==> src/rtl/i2c_req_arbiter.sv <==
// i2c_req_arbiter: round-robin arbiter that lets two requesters share a single I2C master.
// Latency: ready is registered one cycle after valid is seen in IDLE, and m_start follows one cycle after ready.
// Backpressure: requests get no ready outside IDLE, including the enforced idle GAP after each transaction.
//
// Ports:
//   aclk, aresetn              clock and async active-low reset
//   reqN_valid/data0/data1     requester N pending transaction and its two data words
//   reqN_ready, reqN_done      one-cycle pulses: accepted/latched, and finished
//   m_data0, m_data1, m_start  latched data and start pulse toward the I2C master
//   m_busy                     master busy indication
//   grant                      one-hot current owner (00 = none)
//   timeout_err                one-cycle pulse, coincident with done, on an aborted transaction
module i2c_req_arbiter #(
  parameter int unsigned GAP_CYCLES     = 500000,
  parameter int unsigned TIMEOUT_CYCLES = 1000000
) (
  input  logic        aclk,
  input  logic        aresetn,
  input  logic        req0_valid,
  input  logic [31:0] req0_data0,
  input  logic [31:0] req0_data1,
  output logic        req0_ready,
  output logic        req0_done,
  input  logic        req1_valid,
  input  logic [31:0] req1_data0,
  input  logic [31:0] req1_data1,
  output logic        req1_ready,
  output logic        req1_done,
  output logic [31:0] m_data0,
  output logic [31:0] m_data1,
  output logic        m_start,
  input  logic        m_busy,
  output logic [1:0]  grant,
  output logic        timeout_err
);

  typedef enum logic [2:0] {
    S_IDLE,
    S_ISSUE,
    S_WAIT_BUSY,
    S_RUN,
    S_GAP
  } state_t;

  localparam logic [31:0] GAP_LOAD  = 32'(GAP_CYCLES);
  localparam logic [31:0] TMO_LIMIT = 32'(TIMEOUT_CYCLES);

  state_t      state_q, state_d;
  logic [1:0]  ready_q, ready_d;
  logic [1:0]  done_q, done_d;
  logic [1:0]  grant_q, grant_d;
  logic        start_q, start_d;
  logic        tmo_err_q, tmo_err_d;
  logic [31:0] data0_q, data0_d;
  logic [31:0] data1_q, data1_d;
  // 1 = req1 was granted last; reset value makes req0 win the first contention.
  logic        last_q, last_d;
  logic [31:0] tmo_cnt_q, tmo_cnt_d;
  logic [31:0] gap_cnt_q, gap_cnt_d;

  logic [31:0] tmo_cnt_inc;
  logic        tmo_hit;
  logic        pick1;
  logic        finish;
  logic        finish_tmo;

  always_comb begin
    state_d     = state_q;
    ready_d     = 2'b00;
    done_d      = 2'b00;
    start_d     = 1'b0;
    tmo_err_d   = 1'b0;
    grant_d     = grant_q;
    data0_d     = data0_q;
    data1_d     = data1_q;
    last_d      = last_q;
    tmo_cnt_d   = tmo_cnt_q;
    gap_cnt_d   = gap_cnt_q;
    finish      = 1'b0;
    finish_tmo  = 1'b0;
    tmo_cnt_inc = tmo_cnt_q + 32'd1;
    tmo_hit     = (tmo_cnt_inc >= TMO_LIMIT);
    // req1 wins when it is the only requester, or when both ask and req0 went last.
    pick1       = req1_valid && (!req0_valid || !last_q);

    case (state_q)
      S_IDLE: begin
        if (req0_valid || req1_valid) begin
          grant_d = pick1 ? 2'b10 : 2'b01;
          ready_d = pick1 ? 2'b10 : 2'b01;
          data0_d = pick1 ? req1_data0 : req0_data0;
          data1_d = pick1 ? req1_data1 : req0_data1;
          last_d  = pick1;
          state_d = S_ISSUE;
        end
      end
      S_ISSUE: begin
        start_d   = 1'b1;
        tmo_cnt_d = 32'd0;
        state_d   = S_WAIT_BUSY;
      end
      S_WAIT_BUSY: begin
        tmo_cnt_d = tmo_cnt_inc;
        if (tmo_hit) begin
          finish     = 1'b1;
          finish_tmo = 1'b1;
        end else if (m_busy) begin
          state_d = S_RUN;
        end
      end
      S_RUN: begin
        tmo_cnt_d = tmo_cnt_inc;
        // A normal completion wins over a timeout landing in the same cycle.
        if (!m_busy) begin
          finish = 1'b1;
        end else if (tmo_hit) begin
          finish     = 1'b1;
          finish_tmo = 1'b1;
        end
      end
      S_GAP: begin
        if (gap_cnt_q <= 32'd1) begin
          gap_cnt_d = 32'd0;
          state_d   = S_IDLE;
        end else begin
          gap_cnt_d = gap_cnt_q - 32'd1;
        end
      end
      default: state_d = S_IDLE;
    endcase

    if (finish) begin
      done_d    = grant_q;
      tmo_err_d = finish_tmo;
      grant_d   = 2'b00;
      gap_cnt_d = GAP_LOAD;
      // With no gap configured the completion edge lands straight in IDLE.
      state_d   = (GAP_LOAD == 32'd0) ? S_IDLE : S_GAP;
    end
  end

  always_ff @(posedge aclk or negedge aresetn) begin
    if (!aresetn) begin
      state_q   <= S_IDLE;
      ready_q   <= 2'b00;
      done_q    <= 2'b00;
      grant_q   <= 2'b00;
      start_q   <= 1'b0;
      tmo_err_q <= 1'b0;
      data0_q   <= 32'd0;
      data1_q   <= 32'd0;
      last_q    <= 1'b1;
      tmo_cnt_q <= 32'd0;
      gap_cnt_q <= 32'd0;
    end else begin
      state_q   <= state_d;
      ready_q   <= ready_d;
      done_q    <= done_d;
      grant_q   <= grant_d;
      start_q   <= start_d;
      tmo_err_q <= tmo_err_d;
      data0_q   <= data0_d;
      data1_q   <= data1_d;
      last_q    <= last_d;
      tmo_cnt_q <= tmo_cnt_d;
      gap_cnt_q <= gap_cnt_d;
    end
  end

  assign req0_ready  = ready_q[0];
  assign req1_ready  = ready_q[1];
  assign req0_done   = done_q[0];
  assign req1_done   = done_q[1];
  assign grant       = grant_q;
  assign m_start     = start_q;
  assign timeout_err = tmo_err_q;
  assign m_data0     = data0_q;
  assign m_data1     = data1_q;

endmodule

==> config.mk <==
export PLATFORM = sky130hd
export DESIGN_NAME = i2c_req_arbiter
export DESIGN_NICKNAME = d
export VERILOG_FILES = /design/src/rtl/i2c_req_arbiter.sv
export SDC_FILE = /design/constraint.sdc
export NUM_CORES = 1
export LEC_CHECK = 0
export ABC_AREA = 1
export CAP_MARGIN = 10
export CORE_MARGIN = 3
export CORE_UTILIZATION = 41
export DETAILED_ROUTE_END_ITERATION = 7
export PLACE_DENSITY_LB_ADDON = 0.12
export SYNTH_ARGS = -nofsm -noshare
export SYNTH_HDL_FRONTEND = slang
export SYNTH_SLANG_ARGS = --single-unit
==> constraint.sdc <==
create_clock -name aclk -period 2.5 [get_ports aclk]
set_input_delay 0.375 -clock aclk [delete_from_list [all_inputs] [get_ports aclk]]
set_output_delay 0.375 -clock aclk [all_outputs]
set_load 0.1 [all_outputs]
**After elaboration in Yosys (flattened, before gate mapping)**

Index checks and enable logic that the tools add are counted.

- Add/sub/neg operators: 2
- $lt $le $gt $ge: 2
- Equality and inequality tests: 9
- Muxes and demuxes: 26
- Reduce and logical (&&, ||, !) cells: 14

Operators with widths:

| operator | count |
|---|---|
| $mux 32 | 5 |
| $pmux 32 s2 | 1 |
| $add 32x1->32 const B | 1 |
| $ge 32x20->1 const B | 1 |
| $le 32x1->1 const B | 1 |
| $sub 32x1->32 const B | 1 |
| $mux 3 | 5 |
| $pmux 3 s5 | 1 |
| $mux 2 | 7 |
| $ne 3x3->1 const B | 4 |
| $reduce_bool 2->1 | 4 |
| $eq 3x2->1 const B | 2 |
| $mux 1 | 5 |
| $reduce_and 5->1 | 1 |
| $pmux 1 s2 | 2 |
| $reduce_and 2->1 | 2 |
| $eq 3x1->1 const B | 1 |
| $eq 3x3->1 const B | 1 |
| $logic_not 3->1 | 1 |
| $logic_not 1->1 | 2 |
| $logic_or 1x1->1 | 2 |
| $ne 2x2->1 const B | 1 |
| $reduce_or 2->1 | 1 |
| $logic_and 1x1->1 | 1 |

- Flip-flop bits (word level): 140
- Input bits: 133
- Logic and storage cells: 64

**Logic depth before layout (Yosys ltp)**

- Depth in word-level cells: 7
- Depth in mapped cells: 17

**Least setup slack after synthesis**

Ideal clock, no wire load.

- Path kind: flip-flop to flip-flop
- Start point: reg tmo_cnt_q[0]
- End point: reg state_q[2]
- Setup time: 0.123 ns
- Data arrival time: 1.917 ns
- Slack: 0.461 ns
- Cell stages (with the launch flop): 15
- Buffers on the path: 1
- Period minus slack after synthesis: 2.039 ns
- Path through: dfrtp_1 -> ha_1 -> nand2_2 -> nor2_4 -> nand2_2 -> nor2_4 -> nand3_1 -> xor2_1 -> nor2_1 -> nand2_1 -> nor2_2 -> nand3_2 -> buf_6 -> nand2_8 -> nand2_2

- Cells in the longest elaborated chain, start to end: 7
- Elaborated cells on any way between the ends: 12

RTL lines:

| what | line | RTL |
|---|---|---|
| start: declaration | 58 | `logic [31:0] tmo_cnt_q, tmo_cnt_d;` |
| start signal: assignment | 165 | `tmo_cnt_q <= tmo_cnt_d;` |
| $add 32x1->32 (*) | 81 | `tmo_cnt_inc = tmo_cnt_q + 32'd1;` |
| $ge 32x20->1 (*) | 82 | `tmo_hit = (tmo_cnt_inc >= TMO_LIMIT);` |
| $mux 1 | 104, 116 |  |
| $mux 1 | 114 | `if (!m_busy) begin` |
| $pmux 1 s2 | 86 | `case (state_q)` |
| $ne 3x3->1 (no source line) or $ne 2x2->1 (tied branches) | n/a |  |
| $reduce_and 5->1 (no source line) | n/a |  |
| end signal: assignment | 156 | `state_q <= state_d;` |
| end: declaration | 48 | `state_t state_q, state_d;` |

Every way passes the cells marked *; elsewhere a longest branch is shown, timed or not.
A chain may end at the register's enable or synchronous reset.

**Worst setup path in the final report**

- Start point: reg tmo_cnt_q[0]
- End point: reg done_q[1]

- Cells in the longest elaborated chain, start to end: 6

RTL lines:

| what | line | RTL |
|---|---|---|
| $add 32x1->32 (*) | 81 |  |
| $ge 32x20->1 (*) | 82 |  |
| $mux 1 (*) | 104, 116 |  |
| $mux 1 | 114 |  |
| $pmux 1 s2 (*) | 86 |  |
| $mux 2 (*) | 132 | `if (finish) begin` |
| net done_d[1] | 50 | `logic [1:0] done_q, done_d;` |
| end signal: assignment | 158 | `done_q <= done_d;` |
| end: declaration | 50 |  |

Mark *: on every way through the listed nets, which the timed path passes. The rest lies on a longest branch.

==> results.yml <==
drt:
  route.final.wire_length_um: 23500
  via_count: 7311
  detailedRoute.firstPassIterationCount: 5
  antenna_left: 0
  routed_via_density: 4.98
  detail_route.drc_violations: 0
  detailedRoute.firstIterationViolations: 440
  avgRoutedWirePerCell_um: 16.0
global_route:
  grt.total_usage_pct: 23.4
  wire_length_of_the_first_global_routing_pass_um: 37000
  global_route.overflow_total: 0
  first_global_vias: 7266
  grt_start_max_net_pins: 65
  initial_antenna_violation_count: 4
synth:
  synth.yosys.warnings: 0
  syn_avg_cell_area_um2: 7.40
  synth-seq-area-share_pct: 47.0
  yosysUniqueCellTypes: 40
  syn-instance-count: 1008
  synthesis.area_um2: 7460
  yosys_register_bits: 140
  synthesis.nets: 1144
setup_path:
  critPathLaunchType: "register"
  critical_path.most_common_cell: "sky130_fd_sc_hd__nand2_1"
  worstSetupEndpointType: "register"
  critical_path_arrival_ns: 2.72
  critPathMaxStageDelay_ns: 0.41
  timing.critical_path.required_ns: 2.85
  critical_path.max_fanout: 8
  number_of_buffers_and_inverters_on_the_critical_path: 3
  crit_type: "reg -> reg"
  slowest_stage: "sky130_fd_sc_hd__dfrtp_1"
  timing.reg2reg.setup_slack_ns: 0.13
  cpLargestDelayFamily: "simple AND/OR/NAND/NOR gates"
  worstPathCellList: "ha_2 > nand2_4 > nor2_4 > buf_6 > nand2_4 > buf_4 > nand2_1 > nand2_1 > nand3_1 > nand2_1 > nand3_1 > nand2_1 > nand2_1 > nand2_2 > nand3_4 > buf_12 > nand2_8 > nor2_2"
clocking:
  tritoncts_clock_tree: "yes"
  clk_pin_slew_ns: 0.06
  cts_made_buffers: 17
  clockBufferDepth: 2
  clock_insertion_delay_at_the_later_pin_of_the_skew_report_ns: 0.42
  clock_tree.root_cell: "sky130_fd_sc_hd__clkbuf_16"
  clock_sinks: 140
  cts_max_level: 4
sta:
  slew-limit-headroom_pct: 63.0
  timing_hold_violations_final: 0
  worst_hold_slack_ns: 0.498
  layout_worst_path_cycle_share_pct: 94.8
  fin_skew_ns: 0.00765
  clock.fmax_ghz: 0.422
  post_route_setup_tns_ns: 0
  setup-violations-final: 0
  worst_slew_pin_slew_ns: 0.555
  final-max-slew-violation-count: 0
  setup_repair_after_global_routing_missed_its_margin: "true"
  final_period_minus_worst_setup_slack_ns: 2.37
  setup_ws_ns: 0.131
min_path:
  worstHoldPathType: "in -> async"
floorplanning:
  rows: 48
  design.core.area_um2: 17500
  die_w_um: 141
  floorplan.initialDensity_pct: 42.6
  dieHeight_um: 141
  pin_count: 205
  dieArea_um2: 19900
layout:
  area_growth_pct: 41.3
  final_cells: 1467
  post_route_cells_drive_above_1_share_pct: 15.6
  finalNetCount: 1362
power_and_ir_drop:
  powerDensity_nw_per_um2: 1310
  power.static_leakage_nw: 4.89
  total_power_w: 0.0139
  vdd.ir_drop.worst_mv: 1.43
  intPower_w: 0.00647
  p_sw_share_pct: 53.4
  pwr-share-comb_pct: 54.9
  pwr-share-clk_pct: 20.3
  switching_power_w: 0.00740
  share_seq_of_total_power_pct: 24.8
placed_design:
  dpl_worst_slack_ns: 0.135
  port_buffers: 204
  dp.final_hpwl_um: 16700
  gp_congestion: 0.870
  placed_cells: 1421
outcome:
  status: "finished clean"
run:
  max-cap-violations: 0
-- path summary, 6_finish.rpt --
check                                   from            end  cells past startpoint
worst max-delay path            tmo_cnt_q[0]      done_q[1]                     18
worst min-delay path                 aresetn  tmo_cnt_q[29]                      2
worst max register to register  tmo_cnt_q[0]      done_q[1]                     18
worst min register to register        last_q         last_q                      2
max in group asynchronous            aresetn    m_data1[20]                      3
min in group aclk                     last_q         last_q                      2
-- metal layers --
metal  part of all wire (%)  wire length, um  vias up  track usage, %
met3                    8.0             1870       35            8.72
li1                       -                -     3687               -
met2                     48            11200      190            37.8
met1                     42             9920     3397            29.0
met5                  0.055               13        -               0
met4                    2.0              474        2            7.85
-- synthesized netlist by cell type (all sizes together) --
library cell | n | area [um^2]
a21boi | 1 | 7.51
a21o | 4 | 30.0
a21oi | 37 | 219
a22o | 3 | 26.3
a22oi | 2 | 15.0
a31o | 2 | 17.5
a32o | 1 | 10.0
buf | 7 | 41.3
clkbuf | 27 | 101
dfrtp | 139 | 3480
dfstp | 1 | 26.3
ha | 3 | 37.5
inv | 82 | 308
nand2 | 376 | 1460
nand3 | 121 | 611
nand3b | 4 | 30.0
nand4 | 13 | 81.3
nor2 | 113 | 492
nor3 | 8 | 56.3
nor4 | 3 | 18.8
o21ai | 23 | 115
o21bai | 3 | 22.5
o22ai | 15 | 93.8
o31ai | 1 | 7.51
o32ai | 1 | 8.76
or2 | 2 | 12.5
xnor2 | 3 | 26.3
xor2 | 13 | 114
-- state kept, by name, summed over array words and instances, names as in the netlist, 2 cells and up --
name and cells:
m_data1 32, done_q 2, gap_cnt_q 32, ready_q 2, m_data0 32, tmo_cnt_q 32, state_q 3, grant 2
-- power by group through the flow --
stage                     logic (W)  clock network, W  registers (W)
after floorplan             0.00189                 0        0.00713
after global placement      0.00752                 0        0.00344
after detailed placement    0.00757                 0        0.00343
after CTS                   0.00756           0.00286        0.00344
after global routing        0.00805           0.00295        0.00353
final                       0.00761           0.00281        0.00344
-- timing repair --
action,CTS,global route
endpoints found under the hold margin,55,0
endpoints found under the setup margin,0,39
setup buffers,0,7
resized for setup,0,22
hold buffers,1,0
-- kinds of logic after synthesis --
| family | Yosys count | share of synthesized area (%) |
|---|---|---|
| simple gates | 640 | 36.9 |
| xor+xnor | 16 | 1.88 |
| buf+inv | 116 | 6.04 |
| flops | 140 | 47.0 |
| fa+ha+maj | 3 | 0.503 |
| compound gates | 93 | 7.68 |
-- cell usage in the layout (no fill, tap or decap), drive strengths merged --
master         netlist  routed
buf                  7      98
nand3b               4       4
a31o                 2       2
a21boi               1       1
a21oi               37      37
nand3              121     121
clkinvlp             0       1
dlygate4sd3          0       1
nand2              376     377
nand4               13      13
o21bai               3       3
or2                  2       2
clkinv               0       3
xnor2                3       3
a22oi                2       2
diode                0       3
a32o                 1       1
a21o                 4       4
ha                   3       3
o21ai               23      23
o22ai               15      15
a22o                 3       3
o31ai                1       1
inv                 82      86
clkbuf              27      21
o32ai                1       1
xor2                13      13
nor4                 3       3
nor2               113     113
dfstp                1       1
bufinv               0       5
nor3                 8       8
dfrtp              139     139
clkdlybuf4s50        0     131
-- cell type report --
cell class                      instances  area [um^2]
Multi-Input combinational cell        753         3630
Clock inverter                         13          211
Clock buffer                           19          433
Fill cell                            1600         6990
Sequential cell                       140         3500
Antenna cell                            3         7.51
Timing Repair Buffer                  232         2170
Tap cell                              225          282
Inverter                               82          308
-- per-stage QoR --
step	instance area [um^2]	util (%)
floorplan	7460	-
global placement	9680	55.2
detailed placement	9680	55.2
CTS	10300	58.9
global route	10500	60.1
finish	10500	60.1
Power figures use the tool's default switching activity.
